==> config.mk <==
export PLATFORM = sky130hd
export DESIGN_NAME = valid_timer
export DESIGN_NICKNAME = d
export VERILOG_FILES = /design/src/rtl/valid_timer.sv
export SDC_FILE = /design/constraint.sdc
export NUM_CORES = 1
export LEC_CHECK = 0
export ABC_AREA = 1
export CORE_UTILIZATION = 55
export CTS_CLUSTER_DIAMETER = 100
export DETAILED_ROUTE_END_ITERATION = 7
export DONT_BUFFER_PORTS = 1
export PLACE_DENSITY_LB_ADDON = 0.2
export SLEW_MARGIN = 20
export SYNTH_ARGS = -nofsm -noshare
export SYNTH_HDL_FRONTEND = slang
export SYNTH_SLANG_ARGS = --single-unit
export TNS_END_PERCENT = 20
==> constraint.sdc <==
create_clock -name clock -period 1.55 [get_ports clock]
set_input_delay 0.31 -clock clock [delete_from_list [all_inputs] [get_ports clock]]
set_output_delay 0.31 -clock clock [all_outputs]
set_load 0.1 [all_outputs]
==> src/rtl/valid_timer.sv <==
// -----------------------------------------------------------------------------
// valid_timer
//
// Generates a periodic one-clock step pulse for a downstream LED shifter.
// The raw switches are synchronised, then drive a two-state STOP/RUN FSM and
// a speed select that picks the period (R0..R3 clocks).
//
// Handshake: o_valid is a bare strobe with no ready. Each clock it is high
// marks exactly one step, and the consumer must accept it in that clock.
//
// Ports
//   clock      in   1  system clock, all state on its rising edge
//   i_reset    in   1  asynchronous active-low reset
//   i_sw       in   3  raw switches: [0] enable, [2:1] speed select
//   o_valid    out  1  registered one-clock step pulse
//   o_running  out  1  high while the FSM is in RUN (FSM state observation)
//   o_speed    out  2  currently applied (synchronised) speed select
// -----------------------------------------------------------------------------
module valid_timer #(
  parameter int              NB_COUNTER = 32,
  parameter longint unsigned R0         = 2**23,
  parameter longint unsigned R1         = 2**24,
  parameter longint unsigned R2         = 2**25,
  parameter longint unsigned R3         = 2**26
) (
  input  logic       clock,
  input  logic       i_reset,
  input  logic [2:0] i_sw,
  output logic       o_valid,
  output logic       o_running,
  output logic [1:0] o_speed
);

  typedef enum logic {
    ST_STOP = 1'b0,
    ST_RUN  = 1'b1
  } state_e;

  // Terminal counts held as LIMIT-1 in counter width. A LIMIT of
  // 2**NB_COUNTER becomes all-ones, so the counter uses its full range.
  localparam logic [NB_COUNTER-1:0] LIM0_M1 = NB_COUNTER'(R0 - 64'd1);
  localparam logic [NB_COUNTER-1:0] LIM1_M1 = NB_COUNTER'(R1 - 64'd1);
  localparam logic [NB_COUNTER-1:0] LIM2_M1 = NB_COUNTER'(R2 - 64'd1);
  localparam logic [NB_COUNTER-1:0] LIM3_M1 = NB_COUNTER'(R3 - 64'd1);

  logic [2:0]            sw_meta_q, sw_meta_d;
  logic [2:0]            sw_sync_q, sw_sync_d;
  state_e                state_q, state_d;
  logic [NB_COUNTER-1:0] cnt_q, cnt_d;
  logic                  valid_q, valid_d;
  logic                  running_q, running_d;
  logic [1:0]            speed_q, speed_d;

  logic                  sync_en;
  logic [1:0]            sync_speed;
  logic                  speed_change;
  logic                  at_wrap;
  logic [NB_COUNTER-1:0] limit_m1;

  // Two-flop synchroniser on the raw switches.
  always_comb begin
    sw_meta_d = i_sw;
    sw_sync_d = sw_meta_q;
  end

  assign sync_en    = sw_sync_q[0];
  assign sync_speed = sw_sync_q[2:1];
  // speed_q holds the select applied last clock, so a difference means the
  // synchronised select has just moved.
  assign speed_change = (sync_speed != speed_q);

  always_comb begin
    limit_m1 = LIM0_M1;
    case (sync_speed)
      2'd0:    limit_m1 = LIM0_M1;
      2'd1:    limit_m1 = LIM1_M1;
      2'd2:    limit_m1 = LIM2_M1;
      2'd3:    limit_m1 = LIM3_M1;
      default: limit_m1 = LIM0_M1;
    endcase
  end

  assign at_wrap = (cnt_q == limit_m1);

  // Next-state, counter and output logic.
  always_comb begin
    state_d   = state_q;
    cnt_d     = cnt_q;
    valid_d   = 1'b0;
    running_d = 1'b0;
    speed_d   = sync_speed;

    case (state_q)
      ST_STOP: if (sync_en)  state_d = ST_RUN;
      ST_RUN:  if (!sync_en) state_d = ST_STOP;
      default: state_d = ST_STOP;
    endcase

    if (speed_change) begin
      // A new period starts cleanly: clear in any state, and this takes
      // precedence over a coincident wrap, so no pulse is produced.
      cnt_d = '0;
    end else if (state_q == ST_RUN) begin
      if (at_wrap) begin
        cnt_d = '0;
        // Suppress the pulse on the clock the FSM leaves RUN so o_valid is
        // never seen high while stopped.
        valid_d = (state_d == ST_RUN);
      end else begin
        cnt_d = cnt_q + NB_COUNTER'(1);
      end
    end
    // In STOP the count is held so RUN resumes mid-period.

    running_d = (state_d == ST_RUN);
  end

  always_ff @(posedge clock or negedge i_reset) begin
    if (!i_reset) begin
      sw_meta_q <= '0;
      sw_sync_q <= '0;
      state_q   <= ST_STOP;
      cnt_q     <= '0;
      valid_q   <= 1'b0;
      running_q <= 1'b0;
      speed_q   <= '0;
    end else begin
      sw_meta_q <= sw_meta_d;
      sw_sync_q <= sw_sync_d;
      state_q   <= state_d;
      cnt_q     <= cnt_d;
      valid_q   <= valid_d;
      running_q <= running_d;
      speed_q   <= speed_d;
    end
  end

  assign o_valid   = valid_q;
  assign o_running = running_q;
  assign o_speed   = speed_q;

endmodule

==> results of run 1 <==
[layout by cell type, fill, tap and decap left out, drive strengths merged, types with 2 or more instances in the layout]
master / count
buf: 42
bufinv: 2
clkbuf: 5
clkinv: 2
dfrtp: 42
inv: 35
nand2: 107
nand3: 29
nand3b: 2
nand4: 8
nor2: 72
nor3: 2
o21ai: 13
o22ai: 2
xnor2: 2
xor2: 15
[cells by family (layout without fill, tap and decap cells)]
group / after synthesis / count (layout) / synth area share
mux: 1 / 1 / 0.00417
xor+xnor: 17 / 17 / 0.0620
flops: 42 / 42 / 0.438
buf+inv: 41 / 87 / 0.0693
compound gates: 17 / 17 / 0.0422
simple gates: 221 / 221 / 0.379
fa+ha+maj: 1 / 1 / 0.00521
[per-stage QoR]
| step | cells | TNS [ns] |
|---|---|---|
| finish | 436 | -0.642 |
| global route | 436 | -2.14 |
| CTS | 436 | 0 |
| detailed placement | 425 | -0.455 |
| global placement | 425 | -0.0147 |
| floorplan | 340 | 0 |
[worst min-delay path by stage]
| stage | start | to | slack (ns) | cells past startpoint |
|---|---|---|---|---|
| 5_1_grt | i_sw[2] | sw_meta_q[2]$_DFF_PN0_ | 0.008 | 0 |
| 3_3_place_gp | i_reset | cnt_q[5]$_DFFE_PN0P_ | 0.02 | 0 |
| 2_1_floorplan | i_reset | cnt_q[0]$_DFFE_PN0P_ | 0.01 | 0 |
| 4_1_cts | i_sw[2] | sw_meta_q[2]$_DFF_PN0_ | 0.02 | 0 |
| 3_5_place_dp | i_reset | cnt_q[5]$_DFFE_PN0P_ | 0.02 | 0 |
| 6_report | i_sw[2] | sw_meta_q[2]$_DFF_PN0_ | 0.02 | 0 |
[power breakdown]
| group | total [mW] | internal (mW) | switching, mW |
|---|---|---|---|
| clock | 1.07 | 0.646 | 0.420 |
| combinational | 0.194 | 0.0636 | 0.130 |
| sequential | 1.13 | 1.11 | 0.0157 |
| total | 2.39 | 1.82 | 0.566 |
[worst max-delay path: stages (launching register included)]
cell     delay [ns]
dfrtp_1        0.42
nand2_1        0.12
nor2_1         0.11
nand2_1        0.11
nor3_2         0.21
nand2_2        0.11
o21ai_4        0.18
buf_12         0.17
nor2_1         0.06
[registers in the layout, summed over array words and instances (netlist names)]
register,cells
cnt_q,32
o_running,1
o_speed,2
o_valid,1
sw_meta_q,3
sw_sync_q,3
[metal layers]
layer,GRT usage,part of all wire
met2,0.505,0.49
met3,0.0867,0.071
met5,0,0
met4,0.148,0.032
met1,0.395,0.41
[cell type report]
cell class,instances,share of cell area
Inverter,36,0.0442
Sequential cell,42,0.348
Multi-Input combinational cell,257,0.423
Tap cell,50,0.0205
Clock inverter,3,0.0225
Clock buffer,5,0.0225
Timing Repair Buffer,43,0.119
[repair_timing]
action / CTS / global route
hold endpoints to repair: 42 / 0
resized for setup: 11 / 19
hold buffers: 2 / 0
setup buffers: 1 / 0
setup endpoints to repair: 21 / 29
[Yosys cell counts]
cell / number
o21ai_0: 11
ha_1: 1
inv_1: 34
buf_6: 1
xor2_1: 15
nor3_2: 1
nor2_2: 2
xnor2_1: 2
nor2_1: 70
dfrtp_1: 42
nand3_1: 29
o21ai_1: 1
o21bai_1: 1
inv_2: 1
o22ai_1: 2
mux2i_1: 1
buf_2: 3
clkinv_1: 1
nand4_1: 8
nor3_1: 1
nand2_1: 106
nand2_2: 1
and3_1: 1
a21oi_1: 1
clkbuf_2: 1
nand3b_1: 2
o21ai_4: 1
==> run summary, run 1 <==
CTS H-Tree Depth -> 2
clock buffer count from CTS -> 5
Final HPWL DP -> 4.72 mm
YS warnings -> 0
die footprint -> 4630 µm²
register bit total from synthesis -> 42
type of destination of the critical path -> flop
overall die height -> 68.1 µm
diodes inserted -> 0
FF-to-FF setup slack -> -0.04 ns
cell area after synthesis -> 2400 µm²
count of boundary I/O pins -> 9
timing endpoint of the critical path -> cnt_q[24]$_DFFE_PN0P_
final core utilization -> 0.748
largest net degree at the start of global routing -> 43
final weighted congestion of routability-driven global placement -> 0.865
number of global-route vias before repair -> 2213
Max Buffers Root-to-Sink -> 2
number of endpoints with negative hold slack in the final report -> 0
kind of critical path -> flop to flop
required time at the endpoint of the critical path -> 1.75 ns
setup repair after global routing missed its margin -> yes
pin slew with the least headroom to its limit -> 0.358 ns
Detailed Route Iter0 Violations -> 220
clock tree sinks -> 42
depth of the worst register-to-register path -> 8
Worst-Skew Late Latency -> 0.31 ns
final standard cell area without fillers -> 3060 µm²
launching element type of the critical path -> flop
number of setup violations in the final report -> 18
area of the placeable core -> 4090 µm²
number of instances in the synthesized netlist -> 340
worst hold slack after final layout -> 0.0214 ns
largest cells by area after synthesis -> dfrtp_1 (44%), nand2_1 (17%), nor2_1 (11%), nand3_1 (6.0%), xor2_1 (5.5%)
beginning of the worst register-to-register path -> cnt_q[12]$_DFFE_PN0P_
number of slew-limit violations in the final report -> 0
start point of the critical path -> cnt_q[12]$_DFFE_PN0P_
Fill cells -> 330
Std-Cell Rows -> 23
max-capacitance violation count -> 0
share of the clock period used by the worst path after layout -> 1.03
library cell with the largest summed area after synthesis -> dfrtp_1
final wirelength -> 6.80 mm
average cell area after synthesis -> 7.06 µm²
wire length of the first global-routing pass -> 10.4 mm
area growth from synthesis to layout -> 27.3%
failing checks -> negative setup slack
worst-case setup slack after placement -> -0.0552 ns
clk_skew -> 0.00459 ns
number of iterations in the first detailed-routing pass -> 6
quantity of I/O buffers inserted on ports -> 0
total global-route track usage -> 0.317
antenna-violating nets left -> 0
status -> finished with violations
Final #Nets -> 391
Total Power Consumption -> 2.39 mW
Horiz. Die Dim -> 68.1 µm
data arrival at the endpoint of the critical path -> 1.79 ns
initial antenna violation count -> 0
ratio of cells with drive above 1 in the final layout -> 0.228
Worst Slack Setup Final -> -0.0423 ns
post-place instance area -> 2790 µm²
clock root buffer -> clkbuf_8
TritonCTS clock tree -> done
Mapped Nets -> 346
routed vias/inst -> 5.53
pwr dens -> 781 nW/µm²
worst min path class -> primary input to flop
worst slew margin relative to its limit -> 0.761
effective utilization at floorplan -> 0.588
Seq. cell area -> 1060 µm²
Fmax achieved -> 0.628 GHz
average detailed-routed wire length per instance -> 15.6 µm
largest fanout on the critical path -> 18
peak supply drop -> 0.000578 V
total overflow reported by the global router -> 0
fraction of synthesized cell area taken by the top area cell type -> 0.438
via count of the routed design -> 2412
Worst-path clk slew -> 0.09 ns
share of synthesized area occupied by flip-flops and latches -> 0.438
Leakage -> 1.34 nW
minimum period implied by the final worst setup slack -> 1.59 ns
DRC violation count after routing -> 0
end of the worst register-to-register path -> cnt_q[24]$_DFFE_PN0P_
Multi-input gate area -> 1290 µm²
number of distinct library cells after synthesis -> 27
No activity file was read; power rests on OpenSTA's default activity.
==> run 2, diff against run 1 <==
--- a/config.mk
+++ b/config.mk
@@ -6,7 +6,8 @@
 export NUM_CORES = 1
 export LEC_CHECK = 0
 export ABC_AREA = 1
-export CORE_UTILIZATION = 55
+export CAP_MARGIN = 20
+export CORE_UTILIZATION = 40
 export CTS_CLUSTER_DIAMETER = 100
 export DETAILED_ROUTE_END_ITERATION = 7
 export DONT_BUFFER_PORTS = 1
==> run 2 against run 1 <==
  * The run now ends clean
  * Count of clock-buffer cells in the layout rose by 2
  * Setup slack better by 0.061 ns
  * Power shrank 12%
  * Die area increased by 36%
  * Critical path depth unchanged
  * Cell count rose by 8.3%
  * Via count decreased by 2.1%
  * Worst hold slack improved by 0.016 ns
  * Wire length down 1.5%
  * Core utilization decreased by 18 points
  * Critical path type unchanged
==> run summary, run 2 (synthesis gave the netlist of run 1 again) <==
status -> finished clean
total overflow reported by the global router -> 0 (unchanged)
launching element type of the critical path -> flop
pin slew with the least headroom to its limit -> 0.366 ns (+0.00839 ns)
number of cells after detailed placement -> 451 (+6.1%)
overall die height -> 79.5 µm (+17%)
biggest regs -> cnt_q x32, sw_meta_q x3, sw_sync_q x3
Cell Int Power -> 1.55 mW (-15%)
Fmax achieved -> 0.653 GHz (+4.0%)
data arrival at the endpoint of the critical path -> 1.72 ns (-0.07 ns)
number of global-route vias before repair -> 2335 (+5.5%)
most frequent cells in the layout -> nand2_1 (102), buf_4 (50), nor2_1 (49)
non-filler instance count after layout -> 472 (+8.3%)
ratio of cells with drive above 1 in the final layout -> 0.275 (+0.0470)
Std-Cell Rows -> 27 (+17%)
final weighted congestion of routability-driven global placement -> 0.914 (+5.6%)
area growth from synthesis to layout -> 33.2%
number of endpoints with negative hold slack in the final report -> 0 (unchanged)
largest fanout on the critical path -> 8 (-10)
worst min path class -> primary input to flop
CTS H-Tree Depth -> 2 (unchanged)
DRC violation count after routing -> 0 (unchanged)
part of the total power dissipated in sequential elements -> 0.539 (+0.067)
largest net degree at the start of global routing -> 43 (unchanged)
flip-flop count of the largest register after layout -> 32 (unchanged)
type of destination of the critical path -> flop
via count of the routed design -> 2362 (-2.1%)
peak supply drop -> 0.000398 V (-31%)
worst slew margin relative to its limit -> 0.756 (-0.00560)
number of slew-limit violations in the final report -> 0 (unchanged)
average detailed-routed wire length per instance -> 14.2 µm (-9.0%)
required time at the endpoint of the critical path -> 1.74 ns (about the same)
Leakage -> 1.41 nW (+5.0%)
quantity of I/O buffers inserted on ports -> 0 (unchanged)
minimum period implied by the final worst setup slack -> 1.53 ns (-0.0614 ns)
number of iterations in the first detailed-routing pass -> 4 (-2)
diodes inserted -> 0 (unchanged)
Final #Nets -> 405 (+3.6%)
Worst-path clk slew -> 0.08 ns (about the same)
setup repair after global routing missed its margin -> yes
worst hold slack after final layout -> 0.0376 ns (+0.0162 ns)
clock root buffer -> clkbuf_8
Switching Fraction -> 0.260 (+0.0232)
Worst-Skew Late Latency -> 0.30 ns (about the same)
Detailed Route Iter0 Violations -> 88 (-60%)
top register by number of flip-flops -> cnt_q
kind of critical path -> flop to flop
total global-route track usage -> 0.231 (-0.0859)
Max Buffers Root-to-Sink -> 2 (unchanged)
fraction of power consumed by the clock network -> 0.358 (-0.088)
count of boundary I/O pins -> 9 (unchanged)
Fill cells -> 533 (+62%)
Final HPWL DP -> 4.77 mm (+0.97%)
routed vias/inst -> 5.00 (-9.5%)
max-capacitance violation count -> 0 (unchanged)
clock buffer count from CTS -> 5 (unchanged)
clk_skew -> 0.0110 ns (+0.00643 ns)
die footprint -> 6320 µm² (+36%)
clock tree sinks -> 42 (unchanged)
area of the placeable core -> 5640 µm² (+38%)
FF-to-FF setup slack -> 0.02 ns (+0.06 ns)
proportion of power drawn by combinational gates -> 0.103 (+0.022)
final wirelength -> 6.70 mm (-1.5%)
TritonCTS clock tree -> done
wire length of the first global-routing pass -> 10.9 mm (+5.3%)
Psw -> 544 µW (-3.9%)
initial antenna violation count -> 0 (unchanged)
leading cell type in the layout, fill and taps excluded -> nand2_1
effective utilization at floorplan -> 0.426 (-0.162)
share of the clock period used by the worst path after layout -> 0.988 (-0.0396)
number of setup violations in the final report -> 0 (-18)
Horiz. Die Dim -> 79.5 µm (+17%)
antenna-violating nets left -> 0 (unchanged)
pwr dens -> 654 nW/µm² (-16%)
==> run 2: changes by cell type in the layout (fill, tap and decap cells not counted), moves of 2 or more <==
cell       before  now
nor2_4          4    7
nor2_1         52   49
bufinv_16       2    0
nand2_4         0    2
o22ai_2         0    2
o22ai_1         2    0
nand2_1       105  102
buf_6           0    4
buf_4          39   50
==> run 2: final timing paths <==
check / start / endpoint / cells past startpoint
min in group asynchronous: i_reset / cnt_q[3]$_DFFE_PN0P_ / 2
setup / recovery: cnt_q[9]$_DFFE_PN0P_ / cnt_q[21]$_DFFE_PN0P_ / 8
hold / removal: i_sw[0] / sw_meta_q[0]$_DFF_PN0_ / 0
hold reg to reg: sw_meta_q[1]$_DFF_PN0_ / sw_sync_q[1]$_DFF_PN0_ / 0
setup reg to reg: cnt_q[9]$_DFFE_PN0P_ / cnt_q[21]$_DFFE_PN0P_ / 8
max in group asynchronous: i_reset / o_running$_DFF_PN0_ / 2
==> run 2: metal layers <==
layer | track usage | routed length (µm)
met2 | 0.385 | 3250
met1 | 0.296 | 3110
met3 | 0.0446 | 205
met4 | 0.0818 | 133
met5 | 0 | 0
==> run 2: through the flow <==
stage	power, mW	setup TNS, ns	cell area (µm²)	setup slack, ns	utilization
global placement	1.30	-0.623	2840	-0.119	0.503
global route	2.18	-1.23	3200	-0.0760	0.567
detailed placement	1.31	-1.29	2840	-0.129	0.503
CTS	2.10	0	3050	0.000342	0.540
floorplan	1.25	0	2430	0.00411	-
finish	2.09	0	3200	0.0191	0.567
==> run 2: timing repair <==
| action | 4_1_cts | 5_1_grt |
|---|---|---|
| pin swaps | 3 | 11 |
| cloned | 1 | 0 |
| setup buffers | 6 | 4 |
| hold endpoints to repair | 42 | 0 |
| setup endpoints to repair | 25 | 29 |
| gates resized for setup | 14 | 35 |
| hold buffers | 2 | 0 |
==> run 2: worst max-delay path, cell delays in order (launching register included) <==
cell and delay, ns:
dfrtp_1 0.39, nand2_1 0.11, nor2_2 0.15, nand2_2 0.10, nor3_2 0.18, nand2_2 0.09
o21ai_4 0.18, buf_6 0.16, nor2_1 0.05
==> run 2: power groups by stage <==
stage               clock (mW)  sequential, mW  combinational (mW)
finish                   0.749            1.13               0.215
floorplan                    0            1.18              0.0695
CTS                      0.763            1.13               0.206
global placement             0            1.15               0.156
detailed placement           0            1.15               0.158
global route             0.822            1.13               0.230
==> run 2: final cells by class <==
| cell class | instances | area (µm²) | share of cell area |
|---|---|---|---|
| multi-input cells | 257 | 1350 | 0.421 |
| flip-flops and latches | 42 | 1060 | 0.333 |
| repair buffers | 57 | 470 | 0.147 |
| inverters | 36 | 135 | 0.0423 |
| well taps | 72 | 90.1 | 0.0282 |
| clock buffers | 7 | 86.3 | 0.0270 |
| clock inverters | 1 | 5.00 | 0.00156 |
==> run 3, diff against run 2 <==
--- a/config.mk
+++ b/config.mk
@@ -6,7 +6,6 @@
 export NUM_CORES = 1
 export LEC_CHECK = 0
 export ABC_AREA = 1
-export CAP_MARGIN = 20
 export CORE_UTILIZATION = 40
 export CTS_CLUSTER_DIAMETER = 100
 export DETAILED_ROUTE_END_ITERATION = 7
==> results of run 3 <==
The final DEF is identical to that of run 2; final timing and power are the same.
